`src/rtl/hba_pkg.sv`:
```
// hba_pkg: shared definitions for the HBA bus arbiter.
//   arb_state_e      - arbiter FSM states (IDLE / GRANT / GAP)
//   HBA_MAX_MASTERS  - largest supported master count
//   HBA_IDX_W        - width of a master index (grant_id, last_owner)
//   HBA_WDOG_W       - width of the grant-hold watchdog counter
package hba_pkg;

    localparam int HBA_MAX_MASTERS = 8;
    localparam int HBA_IDX_W       = 3;
    localparam int HBA_WDOG_W      = 16;

    typedef enum logic [1:0] {
        IDLE  = 2'd0,
        GRANT = 2'd1,
        GAP   = 2'd2
    } arb_state_e;

endpackage

```
`src/rtl/hba_rr_picker.sv`:
```
// hba_rr_picker: combinational round-robin selector.
//   req        - request vector (already masked by the caller)
//   last_owner - index of the most recent owner; search starts just after it
//   pick       - one-hot winner (zero when nothing requests)
//   pick_idx   - index of the winner (zero when nothing requests)
//   pick_vld   - a winner exists
module hba_rr_picker
    import hba_pkg::*;
#(
    parameter int NUM_MASTERS = 4
) (
    input  logic [NUM_MASTERS-1:0] req,
    input  logic [HBA_IDX_W-1:0]   last_owner,
    output logic [NUM_MASTERS-1:0] pick,
    output logic [HBA_IDX_W-1:0]   pick_idx,
    output logic                   pick_vld
);

    // Walk the ring at distance 1..NUM_MASTERS from last_owner; the first
    // requester met wins. last_owner itself is reached last (distance N).
    // Constant loop bounds keep every bit-select static.
    always_comb begin
        pick     = '0;
        pick_idx = '0;
        pick_vld = 1'b0;
        for (int k = 1; k <= NUM_MASTERS; k++) begin
            for (int i = 0; i < NUM_MASTERS; i++) begin
                if (!pick_vld && req[i] &&
                    (i == (int'(last_owner) + k) % NUM_MASTERS)) begin
                    pick_vld = 1'b1;
                    pick[i]  = 1'b1;
                    pick_idx = HBA_IDX_W'(i);
                end
            end
        end
    end

endmodule

```
`src/rtl/hba_arbiter.sv`:
```
// hba_arbiter: round-robin bus arbiter for NUM_MASTERS HBA masters.
//   hba_clk        - bus clock, rising edge
//   hba_reset_n    - asynchronous active-low reset
//   master_request - per-master bus request
//   hba_mgrant     - registered one-hot-or-zero grant
//   grant_id       - index of the granted master, 0 when none
//   arb_busy       - high while a grant is asserted
//   arb_timeout    - one-cycle pulse on watchdog revoke (HBA_ARB_WATCHDOG_EN only)
// Build option: define HBA_ARB_WATCHDOG_EN to add the grant-hold watchdog,
// the post-revoke block mask and the arb_timeout port.
module hba_arbiter
    import hba_pkg::*;
#(
    parameter int NUM_MASTERS = 4,
    parameter int WDOG_CYCLES = 255
) (
    input  logic                   hba_clk,
    input  logic                   hba_reset_n,
    input  logic [NUM_MASTERS-1:0] master_request,
    output logic [NUM_MASTERS-1:0] hba_mgrant,
    output logic [HBA_IDX_W-1:0]   grant_id,
    output logic                   arb_busy
`ifdef HBA_ARB_WATCHDOG_EN
    ,
    output logic                   arb_timeout
`endif
);

    if (NUM_MASTERS < 2 || NUM_MASTERS > HBA_MAX_MASTERS) begin : g_bad_num_masters
        $error("hba_arbiter: NUM_MASTERS out of range 2..8");
    end
    if (WDOG_CYCLES < 1 || WDOG_CYCLES > 65535) begin : g_bad_wdog_cycles
        $error("hba_arbiter: WDOG_CYCLES out of range 1..65535");
    end

    arb_state_e                 state, state_d;
    logic [NUM_MASTERS-1:0]     mgrant_d;
    logic [HBA_IDX_W-1:0]       gid_d;
    logic                       busy_d;
    logic [HBA_IDX_W-1:0]       last_owner, last_d;

    logic [NUM_MASTERS-1:0]     eff_req;
    logic [NUM_MASTERS-1:0]     pick;
    logic [HBA_IDX_W-1:0]       pick_idx;
    logic                       pick_vld;
    logic                       owner_req;
    logic                       wdog_expired;

    // The owner is whoever holds the grant, so its request is found by
    // masking rather than by indexing with last_owner.
    assign owner_req = |(master_request & hba_mgrant);

`ifdef HBA_ARB_WATCHDOG_EN
    localparam logic [HBA_WDOG_W-1:0] WDOG_LIMIT = HBA_WDOG_W'(WDOG_CYCLES - 1);

    logic [HBA_WDOG_W-1:0]  wdog_cnt, wdog_d;
    logic [NUM_MASTERS-1:0] blk_mask, blk_d;
    logic                   revoke;

    // wdog_cnt counts completed GRANT cycles, so expiry on LIMIT = N-1
    // leaves the grant visible for exactly WDOG_CYCLES cycles.
    assign wdog_expired = (wdog_cnt >= WDOG_LIMIT);
    // A release in the expiry cycle wins: revoke only with the request still up.
    assign revoke       = (state == GRANT) && owner_req && wdog_expired;
    assign eff_req      = master_request & ~blk_mask;

    always_comb begin
        wdog_d = '0;
        if (state == GRANT)
            wdog_d = (wdog_cnt == {HBA_WDOG_W{1'b1}}) ? wdog_cnt : wdog_cnt + 1'b1;
        // A blocked master is freed once it drops its request.
        blk_d = (blk_mask & master_request) | (revoke ? hba_mgrant : '0);
    end

    always_ff @(posedge hba_clk or negedge hba_reset_n) begin
        if (!hba_reset_n) begin
            wdog_cnt    <= '0;
            blk_mask    <= '0;
            arb_timeout <= 1'b0;
        end else begin
            wdog_cnt    <= wdog_d;
            blk_mask    <= blk_d;
            arb_timeout <= revoke;
        end
    end
`else
    assign wdog_expired = 1'b0;
    assign eff_req      = master_request;
`endif

    hba_rr_picker #(
        .NUM_MASTERS (NUM_MASTERS)
    ) u_picker (
        .req        (eff_req),
        .last_owner (last_owner),
        .pick       (pick),
        .pick_idx   (pick_idx),
        .pick_vld   (pick_vld)
    );

    // GAP is the single dead cycle after a release; its closing edge also
    // performs the IDLE selection so back-to-back requesters see exactly
    // one all-zero cycle. With nothing pending it settles in IDLE.
    always_comb begin
        state_d  = state;
        mgrant_d = hba_mgrant;
        gid_d    = grant_id;
        busy_d   = arb_busy;
        last_d   = last_owner;
        case (state)
            IDLE, GAP: begin
                state_d = IDLE;
                if (pick_vld) begin
                    state_d  = GRANT;
                    mgrant_d = pick;
                    gid_d    = pick_idx;
                    busy_d   = 1'b1;
                    last_d   = pick_idx;
                end
            end
            GRANT: begin
                if (!owner_req || wdog_expired) begin
                    state_d  = GAP;
                    mgrant_d = '0;
                    gid_d    = '0;
                    busy_d   = 1'b0;
                end
            end
            default: begin
                state_d  = IDLE;
                mgrant_d = '0;
                gid_d    = '0;
                busy_d   = 1'b0;
            end
        endcase
    end

    always_ff @(posedge hba_clk or negedge hba_reset_n) begin
        if (!hba_reset_n) begin
            state      <= IDLE;
            hba_mgrant <= '0;
            grant_id   <= '0;
            arb_busy   <= 1'b0;
            last_owner <= HBA_IDX_W'(NUM_MASTERS - 1);
        end else begin
            state      <= state_d;
            hba_mgrant <= mgrant_d;
            grant_id   <= gid_d;
            arb_busy   <= busy_d;
            last_owner <= last_d;
        end
    end

endmodule

```
`config.mk`:
```
export PLATFORM = sky130hd
export DESIGN_NAME = hba_arbiter
export DESIGN_NICKNAME = d
export VERILOG_FILES = /design/src/rtl/hba_pkg.sv /design/src/rtl/hba_rr_picker.sv /design/src/rtl/hba_arbiter.sv
export SDC_FILE = /design/constraint.sdc
export NUM_CORES = 1
export LEC_CHECK = 0
export ABC_AREA = 1
export ABC_CLOCK_PERIOD_IN_PS = 2410
export CAP_MARGIN = 10
export CORE_MARGIN = 3
export CORE_UTILIZATION = 40
export CTS_CLUSTER_SIZE = 25
export DETAILED_ROUTE_END_ITERATION = 8
export PLACE_DENSITY = 0.74
export SYNTH_ARGS = -nofsm -noshare
export SYNTH_HDL_FRONTEND = slang
export SYNTH_HIERARCHICAL = 1
export SYNTH_SLANG_ARGS = --single-unit
```
`constraint.sdc`:
```
create_clock -name hba_clk -period 2.41 [get_ports hba_clk]
set_input_delay 0.241 -clock hba_clk [delete_from_list [all_inputs] [get_ports hba_clk]]
set_output_delay 0.241 -clock hba_clk [all_outputs]
set_load 0.03 [all_outputs]
```
==> impl_metrics.json, run 1 <==
{
  "run_status": "finished clean",
  "drt_iter0_drc": 21,
  "io_buffers": 13,
  "layout-drive-gt1-share_pct": 21.1,
  "critical_path.max_stage_delay_ns": 0.61,
  "critical_path_arrival_ns": 2.37,
  "place_hpwl_um": 1680,
  "cts_max_path_buffers": 2,
  "clock_transition_at_path_regs_ns": 0.07,
  "numCtsBuffers": 3,
  "cts_tree": "done",
  "clock_skew_ns": 0.00952,
  "die_height_um": 52.8,
  "clk_root_buffer_cell": "clkbuf_4",
  "r2r_cells": 14,
  "min_period_over_period_pct": 89.8,
  "nets": 149,
  "postRouteAntennaNets": 0,
  "start_kind": "register",
  "post_drt_wl_per_cell_um": 11.7,
  "mostFrequentLayoutCell": "nand2_1",
  "final_hold_viol_count": 0,
  "setup_viol": 0,
  "timing.fmax_mhz": 462,
  "drt_wl_total_um": 1980,
  "timing.critical_path.to_type": "register",
  "timing_worst_slew_pin_value_ns": 0.539,
  "worst_ep_required_time_ns": 2.62,
  "synthesis.area_um2": 877,
  "number_of_placement_rows": 16,
  "layout.cells.most_common_list": "nand2_1 (50), clkdlybuf4s50_1 (13), inv_1 (11)",
  "total_routing_usage_gr_pct": 16.9,
  "grt_max_degree": 13,
  "worstPathMaxFanout": 8,
  "holdCritPathClass": "in -> async",
  "synth_nets": 128,
  "synth_warnings": 6,
  "dpl.cell_count": 165,
  "postLayoutCoreUtil_pct": 54.1,
  "detailroute.via_count": 801,
  "timing_worst_setup_path_type": "reg -> reg",
  "cp.depth": 14,
  "timing.max_cap.violations": 0,
  "rsz0062_at_grt": "no",
  "synthesis.area_per_instance_um2": 7.19,
  "top_level_ports": 14,
  "worstSkewPairLatency_ns": 0.27,
  "powerDensity_mw_per_mm2": 1290,
  "cell_family_with_most_cp_delay": "simple AND/OR/NAND/NOR gates",
  "numClockSinks": 12,
  "layoutNonFillerInstCount": 169,
  "gp_congestion": 0.871,
  "met3_track_demand_over_resource_pct": 5.41,
  "reg2reg_slack_ns": 0.25,
  "dieArea_mm2": 0.00279,
  "layout.cell_area.non_filler_mm2": 0.00109,
  "setup_slack_ns": 0.245,
  "detailed_route_vias_per_instance": 4.74,
  "slew-limit-headroom_pct": 63.9,
  "vdd.ir_drop.worst_uv": 634,
  "remaining_drc_errors": 0,
  "report.final.slew_viol_count": 0,
  "setup_total_negative_slack_ns": 0,
  "holdWs_ns": 0.315,
  "timing.critical_path.mode_cell": "nand2_1",
  "syn_inst": 122,
  "initial_standard_cell_utilization_of_the_core_pct": 43.4,
  "drt-pass1-iter-count": 4,
  "cts_max_level": 1,
  "power_mw": 1.41,
  "first_global_vias": 748,
  "total_leakage_power_nw": 0.557,
  "finalCriticalPeriod_ns": 2.16,
  "gr-usage-met1_pct": 21.9,
  "die_w_um": 52.8,
  "placedInstanceArea_mm2": 0.00106,
  "num_antenna_cells": 0,
  "cpMaxStageDelayCell": "dfstp_2",
  "detailedPlace.worstSlack_ns": 0.0716,
  "crit_chain": "nor2_1 -> nand2_1 -> nand3_2 -> nor2_4 -> nand4_4 -> nor2_4 -> nand4_4 -> nor3_4 -> nand4_1 -> inv_2 -> nand2_1 -> nand2_4 -> nand2_1 -> nand2_1",
  "met2_usage_pct": 26.2,
  "crit_buf_inv": 1,
  "postCtsSetupBuffers": 0,
  "synthToLayoutAreaGrowth_pct": 24.8,
  "grt_first_pass_wirelength_um": 3370,
  "antenna_violations_before_repair": 0,
  "globalRoute.totalOverflow": 0,
  "busiest_layer": "met2",
  "design.core.area_mm2": 0.00202
}
-- worst reg2reg max path, stage by stage, from the launching register on --
cell and delay, ns:
dfstp_2 0.61, nor2_1 0.09, nand2_1 0.09, nand3_2 0.08, nor2_4 0.14, nand4_4 0.12, nor2_4 0.15, nand4_4 0.12
nor3_4 0.16, nand4_1 0.12, inv_2 0.10, nand2_1 0.10, nand2_4 0.12, nand2_1 0.06, nand2_1 0.05
-- per-layer routing --
layer	wire [um]	share of wire, %	vias to the layer above
met2	949	48	21
met1	905	46	347
met4	28	1.4	0
met3	92	4.7	4
met5	0	0	-
li1	-	-	429
-- final timing paths --
path,startpoint,end
min reg2reg,grant_id[0],grant_id[0]
min in group hba_clk,grant_id[0],grant_id[0]
max in group asynchronous,hba_reset_n,last_owner[0]
max,last_owner[0],grant_id[1]
max reg2reg,last_owner[0],grant_id[1]
min,hba_reset_n,hba_mgrant[2]
-- what timing repair did --
item,CTS,global route
resized for setup,0,2
hold buffers,0,0
setup endpoints to repair,0,11
-- report_power, final --
| group | internal (mW) | switching, mW |
|---|---|---|
| clock | 0.0641 | 0.0622 |
| combinational | 0.334 | 0.557 |
| sequential | 0.303 | 0.0887 |
| total | 0.701 | 0.708 |
-- layout make-up --
type                       instances  area [um^2]
sequential                        12          303
tap                               27         33.8
fill                             200          927
inverter                          17         63.8
multi-input combinational         92          508
timing repair buffer              17          160
clock buffer                       4         26.3
-- state kept, by name, indices dropped and copies added (netlist names) --
name / cells
arb_busy: 1
grant_id: 3
hba_mgrant: 4
last_owner: 2
state: 2
(Power assumes the default switching activity.)
==> run 2, diff against run 1 <==
--- a/config.mk
+++ b/config.mk
@@ -12,7 +12,7 @@
 export CORE_UTILIZATION = 40
 export CTS_CLUSTER_SIZE = 25
 export DETAILED_ROUTE_END_ITERATION = 8
-export PLACE_DENSITY = 0.74
+export PLACE_DENSITY_LB_ADDON = 0.08
 export SYNTH_ARGS = -nofsm -noshare
 export SYNTH_HDL_FRONTEND = slang
 export SYNTH_HIERARCHICAL = 1
==> run 2 against run 1 <==
Critical path depth unchanged; core utilization increased by 0.12 points; global-route usage decreased by 0.059 points; flip-flop and latch count unchanged; cell area increased by 0.23%; sequential share of layout area decreased by 0.063 points; clock power increased by 28%; clock-buffer cell count unchanged; non-clock buffer count decreased by 1; setup slack got worse by 0.044 ns; critical path type unchanged; critical endpoint is now hba_mgrant[1].
==> impl_metrics.json, run 2 (synthesis results as in run 1) <==
{
  "clock_skew_ns": 0.00828,
  "r2r_cells": 14,
  "num_antenna_cells": 0,
  "vdd.ir_drop.worst_uv": 807,
  "cts_resized": 0,
  "design.core.area_mm2": 0.00202,
  "net_switching_component_of_the_power_uw": 720,
  "final_hold_viol_count": 0,
  "timing.fmax_mhz": 453,
  "cell_internal_pwr_uw": 728,
  "synthToLayoutAreaGrowth_pct": 25.1,
  "run_status": "finished clean",
  "total_leakage_power_nw": 0.558,
  "worstSkewPairLatency_ns": 0.28,
  "timing_worst_setup_path_type": "reg -> reg",
  "cts_max_level": 1,
  "largest_register_ffs": 4,
  "drt_wl_total_um": 2000,
  "cp-endpoint": "hba_mgrant[1]",
  "critical_path.reg2reg.endpoint": "hba_mgrant[1]",
  "globalRoute.totalOverflow": 0,
  "start_kind": "register",
  "detailroute.via_count": 811,
  "max_flop_register": "hba_mgrant",
  "antenna_violations_before_repair": 0,
  "die_w_um": 52.8,
  "worstPathMaxFanout": 8,
  "critical_path_arrival_ns": 2.43,
  "timing.critical_path.to_type": "register",
  "share_comb_of_total_power_pct": 61.9,
  "total_routing_usage_gr_pct": 16.9,
  "timing_worst_slew_pin_value_ns": 0.541,
  "clock_transition_at_path_regs_ns": 0.08,
  "mostFrequentLayoutCell": "nand2_1",
  "finalCriticalPeriod_ns": 2.21,
  "holdCritPathClass": "in -> async",
  "holdWs_ns": 0.306,
  "io_buffers": 13,
  "remaining_drc_errors": 0,
  "multi_input_comb_area_um2": 508,
  "layout-drive-gt1-share_pct": 21.3,
  "dieArea_mm2": 0.00279,
  "number_of_placement_rows": 16,
  "nets": 148,
  "postLayoutCoreUtil_pct": 54.3,
  "cts_max_path_buffers": 2,
  "setup_total_negative_slack_ns": 0,
  "numClockSinks": 12,
  "swShare_pct": 49.7,
  "timing.max_cap.violations": 0,
  "grt_max_degree": 13,
  "initial_standard_cell_utilization_of_the_core_pct": 43.4,
  "rsz0062_at_grt": "no",
  "min_period_over_period_pct": 91.7,
  "cts_tree": "done",
  "numCtsBuffers": 3,
  "layout.cells.most_common_list": "nand2_1 (50), clkdlybuf4s50_1 (13), inv_1 (11)",
  "layout_top_registers": "hba_mgrant x4, grant_id x3",
  "setup_viol": 0,
  "place_hpwl_um": 1610,
  "post_drt_wl_per_cell_um": 11.9,
  "clk_root_buffer_cell": "clkbuf_4",
  "hold_buffers": 0,
  "drt_iter0_drc": 37,
  "grt_first_pass_wirelength_um": 3440,
  "first_global_vias": 773,
  "seq_area_um2": 303,
  "slew-limit-headroom_pct": 63.8,
  "postCtsSetupBuffers": 0,
  "detailedPlace.worstSlack_ns": 0.00708,
  "detailed_route_vias_per_instance": 4.83,
  "die_height_um": 52.8,
  "gp_congestion": 0.876,
  "pwr-share-seq_pct": 26.9,
  "powerDensity_mw_per_mm2": 1320,
  "drt-pass1-iter-count": 4,
  "p_clk_share_pct": 11.1,
  "final.fill_count": 199,
  "worstSetupStartpoint": "last_owner[1]",
  "layoutNonFillerInstCount": 168,
  "report.final.slew_viol_count": 0,
  "top_level_ports": 14,
  "reg2reg_slack_ns": 0.20,
  "setup_slack_ns": 0.201,
  "worst_ep_required_time_ns": 2.63,
  "dpl.cell_count": 164,
  "r2r-start": "last_owner[1]",
  "postRouteAntennaNets": 0
}
[run 2: changes by cell type in the layout (fill, tap and decap cells not counted), sizes merged]
cell	delta
buf	-1
[run 2: final cells by class]
type | instances | share of cell area, %
multi-input cells | 92 | 46.3
flip-flops and latches | 12 | 27.6
repair buffers | 16 | 13.9
inverters | 17 | 5.82
clock buffers | 4 | 3.31
well taps | 27 | 3.08
[run 2: power by group through the flow]
| stage | Sequential (mW) | Combinational [mW] | Clock [mW] |
|---|---|---|---|
| after global routing | 0.403 | 0.996 | 0.178 |
| final | 0.390 | 0.897 | 0.161 |
| after global placement | 0.392 | 0.889 | 0 |
| after floorplan | 0.480 | 0.558 | 0 |
| after detailed placement | 0.392 | 0.894 | 0 |
| after CTS | 0.390 | 0.897 | 0.167 |
[run 2: worst max-delay path: stages (launching register included)]
cell     delay, ns
dfstp_2       0.61
inv_1         0.09
nand3_2       0.09
nand3_2       0.10
nor2_4        0.14
nand4_4       0.12
nor2_4        0.14
nand4_4       0.12
nor3_4        0.17
nand4_1       0.15
inv_2         0.11
nand2_1       0.09
nand2_4       0.12
nand2_1       0.06
nand2_1       0.05
[run 2: worst min-delay path by stage]
stage | to | slack (ns)
floorplan | arb_busy | -0.05
global placement | grant_id[2] | 0.47
detailed placement | grant_id[2] | 0.46
CTS | state[0] | 0.32
global route | state[0] | 0.33
finish | state[0] | 0.31
[run 2: routing by layer]
layer  part of all wire [%]  vias up  GRT usage (%)
li1                       -      423              -
met1                     47      363           23.5
met2                     45       22           24.2
met3                    7.3        3           4.84
met4                    1.1        0           6.81
met5                      0        -              0
[run 2: per-stage QoR]
step	total power [mW]	cell area (um^2)
2_1_floorplan	1.04	877
3_3_place_gp	1.28	1060
3_5_place_dp	1.29	1060
4_1_cts	1.45	1090
5_1_grt	1.58	1100
6_report	1.45	1100
